`src/rtl/morse_receiver_if.sv`:
```
// Signal bundle between the tick/bit source and the Morse letter decoder.
// The source side is the master; the decoder is the slave.
interface morse_receiver_if;
    logic       tick;
    logic       bit_in;
    logic [2:0] letter;
    logic       valid;
    logic       error;
    logic       busy;

    modport master (
        output tick,
        output bit_in,
        input  letter,
        input  valid,
        input  error,
        input  busy
    );

    modport slave (
        input  tick,
        input  bit_in,
        output letter,
        output valid,
        output error,
        output busy
    );
endinterface

```
`src/rtl/morse_receiver.sv`:
```
// Decodes a ticked serial Morse stream into the letters S..Z.
// A dot is one high bit and a dash three; letters end after three low bits.
module morse_receiver (
    input  logic              clock,
    input  logic              reset,
    morse_receiver_if.slave   bus
);

    typedef enum logic [1:0] {
        IDLE    = 2'd0,
        MARK    = 2'd1,
        SPACE   = 2'd2,
        DISCARD = 2'd3
    } state_t;

    localparam int MAX_ELEMS = 4;

    state_t     state_reg;
    state_t     state_next;
    logic [2:0] mark_run_reg;
    logic [2:0] mark_run_next;
    logic [1:0] space_run_reg;
    logic [1:0] space_run_next;
    logic [2:0] count_reg;
    logic [2:0] count_next;
    logic [3:0] elem_reg;
    logic [3:0] elem_next;
    logic [2:0] letter_reg;
    logic [2:0] letter_next;
    logic       valid_reg;
    logic       valid_next;
    logic       error_reg;
    logic       error_next;

    logic       store_en;
    logic       store_dash;
    logic       clear_en;
    logic       match;
    logic [2:0] match_code;

    // Elements are stored first-received in bit 0; dot = 0, dash = 1.
    // Unused slots are always zero, so a full-width compare is exact.
    always_comb begin
        match      = 1'b1;
        match_code = 3'b000;
        case ({count_reg, elem_reg})
            {3'd3, 4'b0000}: match_code = 3'b000; // S ...
            {3'd1, 4'b0001}: match_code = 3'b001; // T -
            {3'd3, 4'b0100}: match_code = 3'b010; // U ..-
            {3'd4, 4'b1000}: match_code = 3'b011; // V ...-
            {3'd3, 4'b0110}: match_code = 3'b100; // W .--
            {3'd4, 4'b1001}: match_code = 3'b101; // X -..-
            {3'd4, 4'b1101}: match_code = 3'b110; // Y -.--
            {3'd4, 4'b0011}: match_code = 3'b111; // Z --..
            default:         match      = 1'b0;
        endcase
    end

    always_comb begin
        state_next     = state_reg;
        mark_run_next  = mark_run_reg;
        space_run_next = space_run_reg;
        count_next     = count_reg;
        letter_next    = letter_reg;
        valid_next     = 1'b0;
        error_next     = 1'b0;
        store_en       = 1'b0;
        store_dash     = 1'b0;
        clear_en       = 1'b0;

        if (bus.tick) begin
            case (state_reg)
                IDLE: begin
                    if (bus.bit_in) begin
                        state_next    = MARK;
                        mark_run_next = 3'd1;
                    end
                end

                MARK: begin
                    if (bus.bit_in) begin
                        if (mark_run_reg != 3'd7) begin
                            mark_run_next = mark_run_reg + 3'd1;
                        end
                    end else if ((mark_run_reg == 3'd1 || mark_run_reg == 3'd3) &&
                                 (count_reg < 3'(MAX_ELEMS))) begin
                        store_en       = 1'b1;
                        store_dash     = (mark_run_reg == 3'd3);
                        count_next     = count_reg + 3'd1;
                        state_next     = SPACE;
                        space_run_next = 2'd1;
                    end else begin
                        // Bad mark length or a fifth element: swallow the rest of the letter.
                        state_next     = DISCARD;
                        space_run_next = 2'd1;
                    end
                end

                SPACE: begin
                    if (bus.bit_in) begin
                        if (space_run_reg == 2'd1) begin
                            state_next    = MARK;
                            mark_run_next = 3'd1;
                        end else begin
                            state_next     = DISCARD;
                            space_run_next = 2'd0;
                        end
                    end else if (space_run_reg == 2'd2) begin
                        if (match) begin
                            letter_next = match_code;
                            valid_next  = 1'b1;
                        end else begin
                            error_next = 1'b1;
                        end
                        state_next = IDLE;
                        clear_en   = 1'b1;
                    end else begin
                        space_run_next = space_run_reg + 2'd1;
                    end
                end

                DISCARD: begin
                    if (bus.bit_in) begin
                        space_run_next = 2'd0;
                    end else if (space_run_reg == 2'd2) begin
                        error_next = 1'b1;
                        state_next = IDLE;
                        clear_en   = 1'b1;
                    end else begin
                        space_run_next = space_run_reg + 2'd1;
                    end
                end

                default: begin
                    state_next = IDLE;
                    clear_en   = 1'b1;
                end
            endcase
        end

        if (clear_en) begin
            mark_run_next  = 3'd0;
            space_run_next = 2'd0;
            count_next     = 3'd0;
        end
    end

    genvar gi;
    generate
        for (gi = 0; gi < MAX_ELEMS; gi++) begin : g_elem
            assign elem_next[gi] = clear_en ? 1'b0 :
                                   (store_en && count_reg == 3'(gi)) ? store_dash :
                                   elem_reg[gi];
        end
    endgenerate

    always_ff @(posedge clock) begin
        if (reset) begin
            state_reg     <= IDLE;
            mark_run_reg  <= 3'd0;
            space_run_reg <= 2'd0;
            count_reg     <= 3'd0;
            elem_reg      <= 4'd0;
            letter_reg    <= 3'd0;
            valid_reg     <= 1'b0;
            error_reg     <= 1'b0;
        end else begin
            state_reg     <= state_next;
            mark_run_reg  <= mark_run_next;
            space_run_reg <= space_run_next;
            count_reg     <= count_next;
            elem_reg      <= elem_next;
            letter_reg    <= letter_next;
            valid_reg     <= valid_next;
            error_reg     <= error_next;
        end
    end

    assign bus.letter = letter_reg;
    assign bus.valid  = valid_reg;
    assign bus.error  = error_reg;
    assign bus.busy   = (state_reg != IDLE);

endmodule

```
`src/flat_wrapper.sv`:
```
// flat-port wrapper written by rule: the top's interface ports become plain ports
module morse_receiver_flat 
  (clock, reset, bus_tick, bus_bit_in, bus_letter, bus_valid, bus_error, bus_busy);
  morse_receiver_if bus_i ();
  input  logic clock;
  input  logic reset;
  input wire logic [$bits(bus_i.tick)-1:0] bus_tick;
  input wire logic [$bits(bus_i.bit_in)-1:0] bus_bit_in;
  output wire logic [$bits(bus_i.letter)-1:0] bus_letter;
  output wire logic [$bits(bus_i.valid)-1:0] bus_valid;
  output wire logic [$bits(bus_i.error)-1:0] bus_error;
  output wire logic [$bits(bus_i.busy)-1:0] bus_busy;
  assign bus_i.tick = bus_tick;
  assign bus_i.bit_in = bus_bit_in;
  assign bus_letter = bus_i.letter;
  assign bus_valid = bus_i.valid;
  assign bus_error = bus_i.error;
  assign bus_busy = bus_i.busy;
  morse_receiver u_core (.clock(clock), .reset(reset), .bus(bus_i));
endmodule
```
`config.mk`:
```
export PLATFORM = sky130hd
export DESIGN_NAME = morse_receiver_flat
export DESIGN_NICKNAME = d
export VERILOG_FILES = /design/src/rtl/morse_receiver_if.sv /design/src/rtl/morse_receiver.sv /design/src/flat_wrapper.sv
export SDC_FILE = /design/constraint.sdc
export NUM_CORES = 1
export LEC_CHECK = 0
export ABC_CLOCK_PERIOD_IN_PS = 1650
export CORE_MARGIN = 2
export CORE_UTILIZATION = 52
export CTS_CLUSTER_SIZE = 14
export DETAILED_ROUTE_END_ITERATION = 10
export GPL_TIMING_DRIVEN = 0
export PLACE_DENSITY_LB_ADDON = 0.08
export SYNTH_ARGS = -nofsm -noshare
export SYNTH_HDL_FRONTEND = slang
export SYNTH_SLANG_ARGS = --single-unit
```
`constraint.sdc`:
```
create_clock -name clock -period 1.65 [get_ports clock]
set_input_delay 0.2475 -clock clock [delete_from_list [all_inputs] [get_ports clock]]
set_output_delay 0.2475 -clock clock [all_outputs]
set_load 0.01 [all_outputs]
```
After elaboration in Yosys (flattened, before gate mapping). Cells that the tools add are included.

Register bits after elaboration: 19. Latch bits: 0. RAM bits: 0. ROM bits: 0. Input bits: 4. Word-level logic and storage cells: 106. Memories: 0.

Add/subtract/negate cells: 3. Multipliers: 0. Divide/modulo/power cells: 0. Magnitude comparators: 1. Eq/ne operators: 27. Shift-type cells: 0. Muxes and demuxes: 39. Bitwise operators: 4. Reduce and logical (&&, ||, !) cells: 21.

Operators by type and width (number): $eq 7x7->1 const B (4); $mux 2 (11); $eq 7x6->1 const B (3); $pmux 3 s7 (1); $mux 1 (18); $mux 3 (5); $reduce_and 4->1 (3); $ne 2x2->1 const B (5); $eq 3x2->1 const B (3); $pmux 3 s3 (1); $pmux 2 s4 (1); $reduce_or 8->1 (1); $eq 7x5->1 const B (1); $reduce_and 7->1 (1); $add 3x1->3 const B (2); $eq 2x2->1 const B (3); $eq 3x1->1 const B (2); $ne 3x3->1 const B (2); $pmux 2 s3 (1); $reduce_bool 3->1 (2); $reduce_or 2->1 (3); $logic_and 1x1->1 (5); $reduce_and 5->1 (1); $reduce_or 5->1 (1); 10 further kinds (15).

Depth between registers and ports, before layout.
Depth after elaboration: 8. Depth in mapped cells: 9.

Worst setup path after synthesis. Ideal clock, no wire load.

Path type: register to register. From: reg u_core.mark_run_reg[0]. To: reg u_core.count_reg[1]. Library setup time: 0.117 ns. Arrival time: 1.521 ns. Path slack: 0.012 ns. Stages on the path, launching flop included: 9. Clock period less this slack: 1.638 ns. Cells stage by stage: dfxtp_1 ha_1 ha_1 inv_1 a2111oi_4 buf_4 nor2_1 a21oi_1 nor2_1.

Longest elaborated chain between the ends: 4.

RTL lines: start, declared (line morse_receiver.sv:20) `logic [2:0] mark_run_reg;`; start signal, assigned (line morse_receiver.sv:169) `mark_run_reg <= mark_run_next;`; $eq 3x1->1 / $eq 3x2->1 (equally long branches) (line morse_receiver.sv:85) `end else if ((mark_run_reg == 3'd1 || mark_run_reg == 3'd3) &&`; $logic_or 1x1->1 (*) (line morse_receiver.sv:85); $logic_and 1x1->1 (*) (line morse_receiver.sv:85); $reduce_and 4->1 (no line) (*); end signal, assigned (line morse_receiver.sv:171) `count_reg <= count_next;`; end, declared (line morse_receiver.sv:24) `logic [2:0] count_reg;`.

Every way passes the cells marked *; elsewhere a longest branch is shown, timed or not. A chain may end at the register's enable or synchronous reset.

Worst setup path after layout.
From: reg u_core.state_reg[1]. To: reg u_core.mark_run_reg[0].

Longest elaborated chain between the ends: 5.

RTL lines: start, declared (line morse_receiver.sv:18) `state_t state_reg;`; start signal, assigned (line morse_receiver.sv:168) `state_reg <= state_next;`; $eq 2x2->1 (line morse_receiver.sv:72) `case (state_reg)`; $reduce_or 2->1 (no line); $mux 1; $mux 1 (line morse_receiver.sv:71) `if (bus.tick) begin`; $reduce_or 2->1 (no line).

Parallel ways exist; a longest one is shown, timed or not.

==> metrics.cfg <==
[global_route]
overflow = 0
track_usage = 0.207
antenna_found_initial = 0
grt_max_degree = 11
grt_pass1_wl_um = 4440
grt_pass1_vias = 999

[routing]
wire_per_inst_um = 14.5
drt_pre_antenna_iters = 4
route.detailed.drc = 0
top_layer = met4
wl_met1_um = 1460
met2_length_um = 1560
ant_nets = 0
drt-initial-drc-count = 15
wl_um = 3100
routed-via-count = 1171
vias_per_cell = 5.50
met3WireLength_um = 68

[worst_setup_path]
crit_chain = buf_6 > ha_4 > nor3_4 > nor2_2 > a2111oi_4 > and3_1 > nor3_1
slowest_stage = a2111oi_4
cp.arrival_ns = 1.90
cp_top_family = simple AND/OR/NAND/NOR gates
cp_num_buf_inv = 1
path_class = register to register
end_kind = register
startpoint_type = register
cp_data_required_time_ns = 1.84
cp_max_fo = 6
cpPeakStageDelay_ns = 0.47

[timing]
hold_viol = 0
finClkSkew_ns = 0.00349
min_period_ns = 1.71
slew_headroom = 0.713
worst_slack_ns = -0.0606
hold-worst-slack_ns = 0.153
fmax_ghz = 0.585
period_share = 1.04
setup_violations = 7
rsz0062_at_grt = yes
slew_viol_final = 0
tightest_slew_ns = 0.431

[floorplan]
die_w_um = 54.5
row_count = 18
initial_utilization = 0.540
ios = 10
design.core.area_um2 = 2450
die_h_um = 54.5
die_area_um2 = 2970

[logic_synthesis]
synth_cell_types = 41
avgSynthCellArea_um2 = 8.50
synth_warnings = 0
ys_ff_latch = 19
syn-cell-area_um2 = 1330
synth_cells = 156
syn-num-nets = 175
synth-seq-area-share = 0.287

[cells_and_area]
drive_above_1_share = 0.470
final_nets = 203
fill_cells = 147
utilization = 0.783
final_cell_mix = buf_4, dfxtp_1, nor2_1, ha_4
largest_reg_flops = 4
multi_input_area_um2 = 1110
diodes = 0
layout_commonest_cell = buf_4
area_growth_pct = 44.9
regArea_um2 = 400
post-route-cell-area_um2 = 1920

[clock_tree]
clk_latency_ns = 0.30
ctsHoldBuffers = 0
htreeDepth = 1
cts_tree = done
cts.clk_slew.worst_paths_ns = 0.11
numCtsBuffers = 3
cts.sinks = 19
root_buffer = clkbuf_4
clk_path_buf_depth = 2

[placement]
post-place-ws_ns = -0.240
dpl_cell_area_um2 = 1430
routabilityCongestion = 0.822
dpl.hpwl_um = 1790
io_buffers = 7

[outcome]
status = finished with violations
violations = setup timing

[job]
maxCapViolCount = 0

[power]
p_total_mw = 0.921
ir_drop_v = 0.000450
leakage_nw = 0.693
power.density_nw_per_um2 = 479

[min_path]
hold_path.class = primary input to register

-- cells by family after synthesis --
logic type      Yosys count  share of synthesized area
compound gates           38                      0.221
xor+xnor                  2                     0.0132
fa+ha+maj                15                      0.142
buf+inv                  21                     0.0830
flops                    19                      0.287
mux                       2                     0.0151
simple gates             59                      0.240
-- per-stage QoR --
step           std cells  TNS [ns]
2_1_floorplan        156         0
3_3_place_gp         193     -2.05
3_5_place_dp         193     -2.33
4_1_cts              208    -0.181
5_1_grt              213     -1.09
6_report             213    -0.182
-- synth_stat cells (all sizes together) --
| library cell | number | share of area |
|---|---|---|
| nand2 | 14 | 0.040 |
| or3 | 1 | 0.0085 |
| a22oi | 2 | 0.011 |
| nor3 | 6 | 0.023 |
| nor4b | 1 | 0.0066 |
| nor2 | 12 | 0.034 |
| nor4bb | 1 | 0.0075 |
| o21ai | 7 | 0.035 |
| a311oi | 1 | 0.0066 |
| o22a | 1 | 0.0066 |
| a21bo | 1 | 0.0075 |
| and3 | 2 | 0.010 |
| a2111oi | 2 | 0.042 |
| nand2b | 8 | 0.038 |
| clkbuf | 1 | 0.010 |
| o21bai | 3 | 0.017 |
| inv | 14 | 0.040 |
| nand3b | 3 | 0.017 |
| nor2b | 1 | 0.0047 |
| and2b | 1 | 0.0066 |
| o211a | 1 | 0.0075 |
| a32o | 1 | 0.0075 |
| o21a | 2 | 0.011 |
| and2 | 1 | 0.0057 |
| a21oi | 14 | 0.053 |
| buf | 6 | 0.033 |
| o211ai | 1 | 0.0057 |
| nor3b | 1 | 0.0057 |
| nand4bb | 1 | 0.0085 |
| nand3 | 4 | 0.015 |
| mux2i | 2 | 0.015 |
| nor4 | 2 | 0.0094 |
| a211oi | 1 | 0.0057 |
| dfxtp | 19 | 0.29 |
| ha | 15 | 0.14 |
| xnor2 | 2 | 0.013 |
| a31oi | 1 | 0.0047 |
-- worst paths after layout --
check / slack (ns) / from / end / cells after the start
worst min register to register: 0.48 / u_core.bus.letter[1] / u_core.bus.letter[1] / 2
worst max-delay path: -0.06 / u_core.state_reg[1] / u_core.mark_run_reg[0] / 7
worst min-delay path: 0.15 / reset / u_core.state_reg[0] / 2
worst max register to register: -0.06 / u_core.state_reg[1] / u_core.mark_run_reg[0] / 7
-- where the power goes --
part	switching, mW	internal, mW
registers	0.0100	0.464
clock network	0.148	0.0940
logic	0.102	0.103
-- worst reg2reg max path, delay by kind of cell (launching register included) --
family | cells | cell delay (ns)
buffers and inverters | 1 | 0.13
and+or+nand+nor | 4 | 0.49
adders and majority gates | 1 | 0.17
DFF | 1 | 0.35
AOI/OAI and AO/OA | 1 | 0.47
-- layout make-up --
type,count,area share
Sequential cell,19,0.208
Timing Repair Buffer,24,0.117
Inverter,14,0.0313
Buffer,6,0.0313
Multi-Input combinational cell,116,0.579
Tap cell,30,0.0195
Clock buffer,4,0.0137
-- per-layer routing --
metal	vias to the layer above	global-route usage
li1	595	-
met1	560	0.275
met2	14	0.345
met3	2	0.0410
met4	0	0.0417
met5	-	0
-- repair_timing --
item | CTS | global route
gates resized for setup | 33 | 52
gates cloned | 1 | 0
pin swaps | 9 | 30
endpoints found under the setup margin | 19 | 19
buffers inserted | 10 | 6
(Power assumes the default switching activity.)
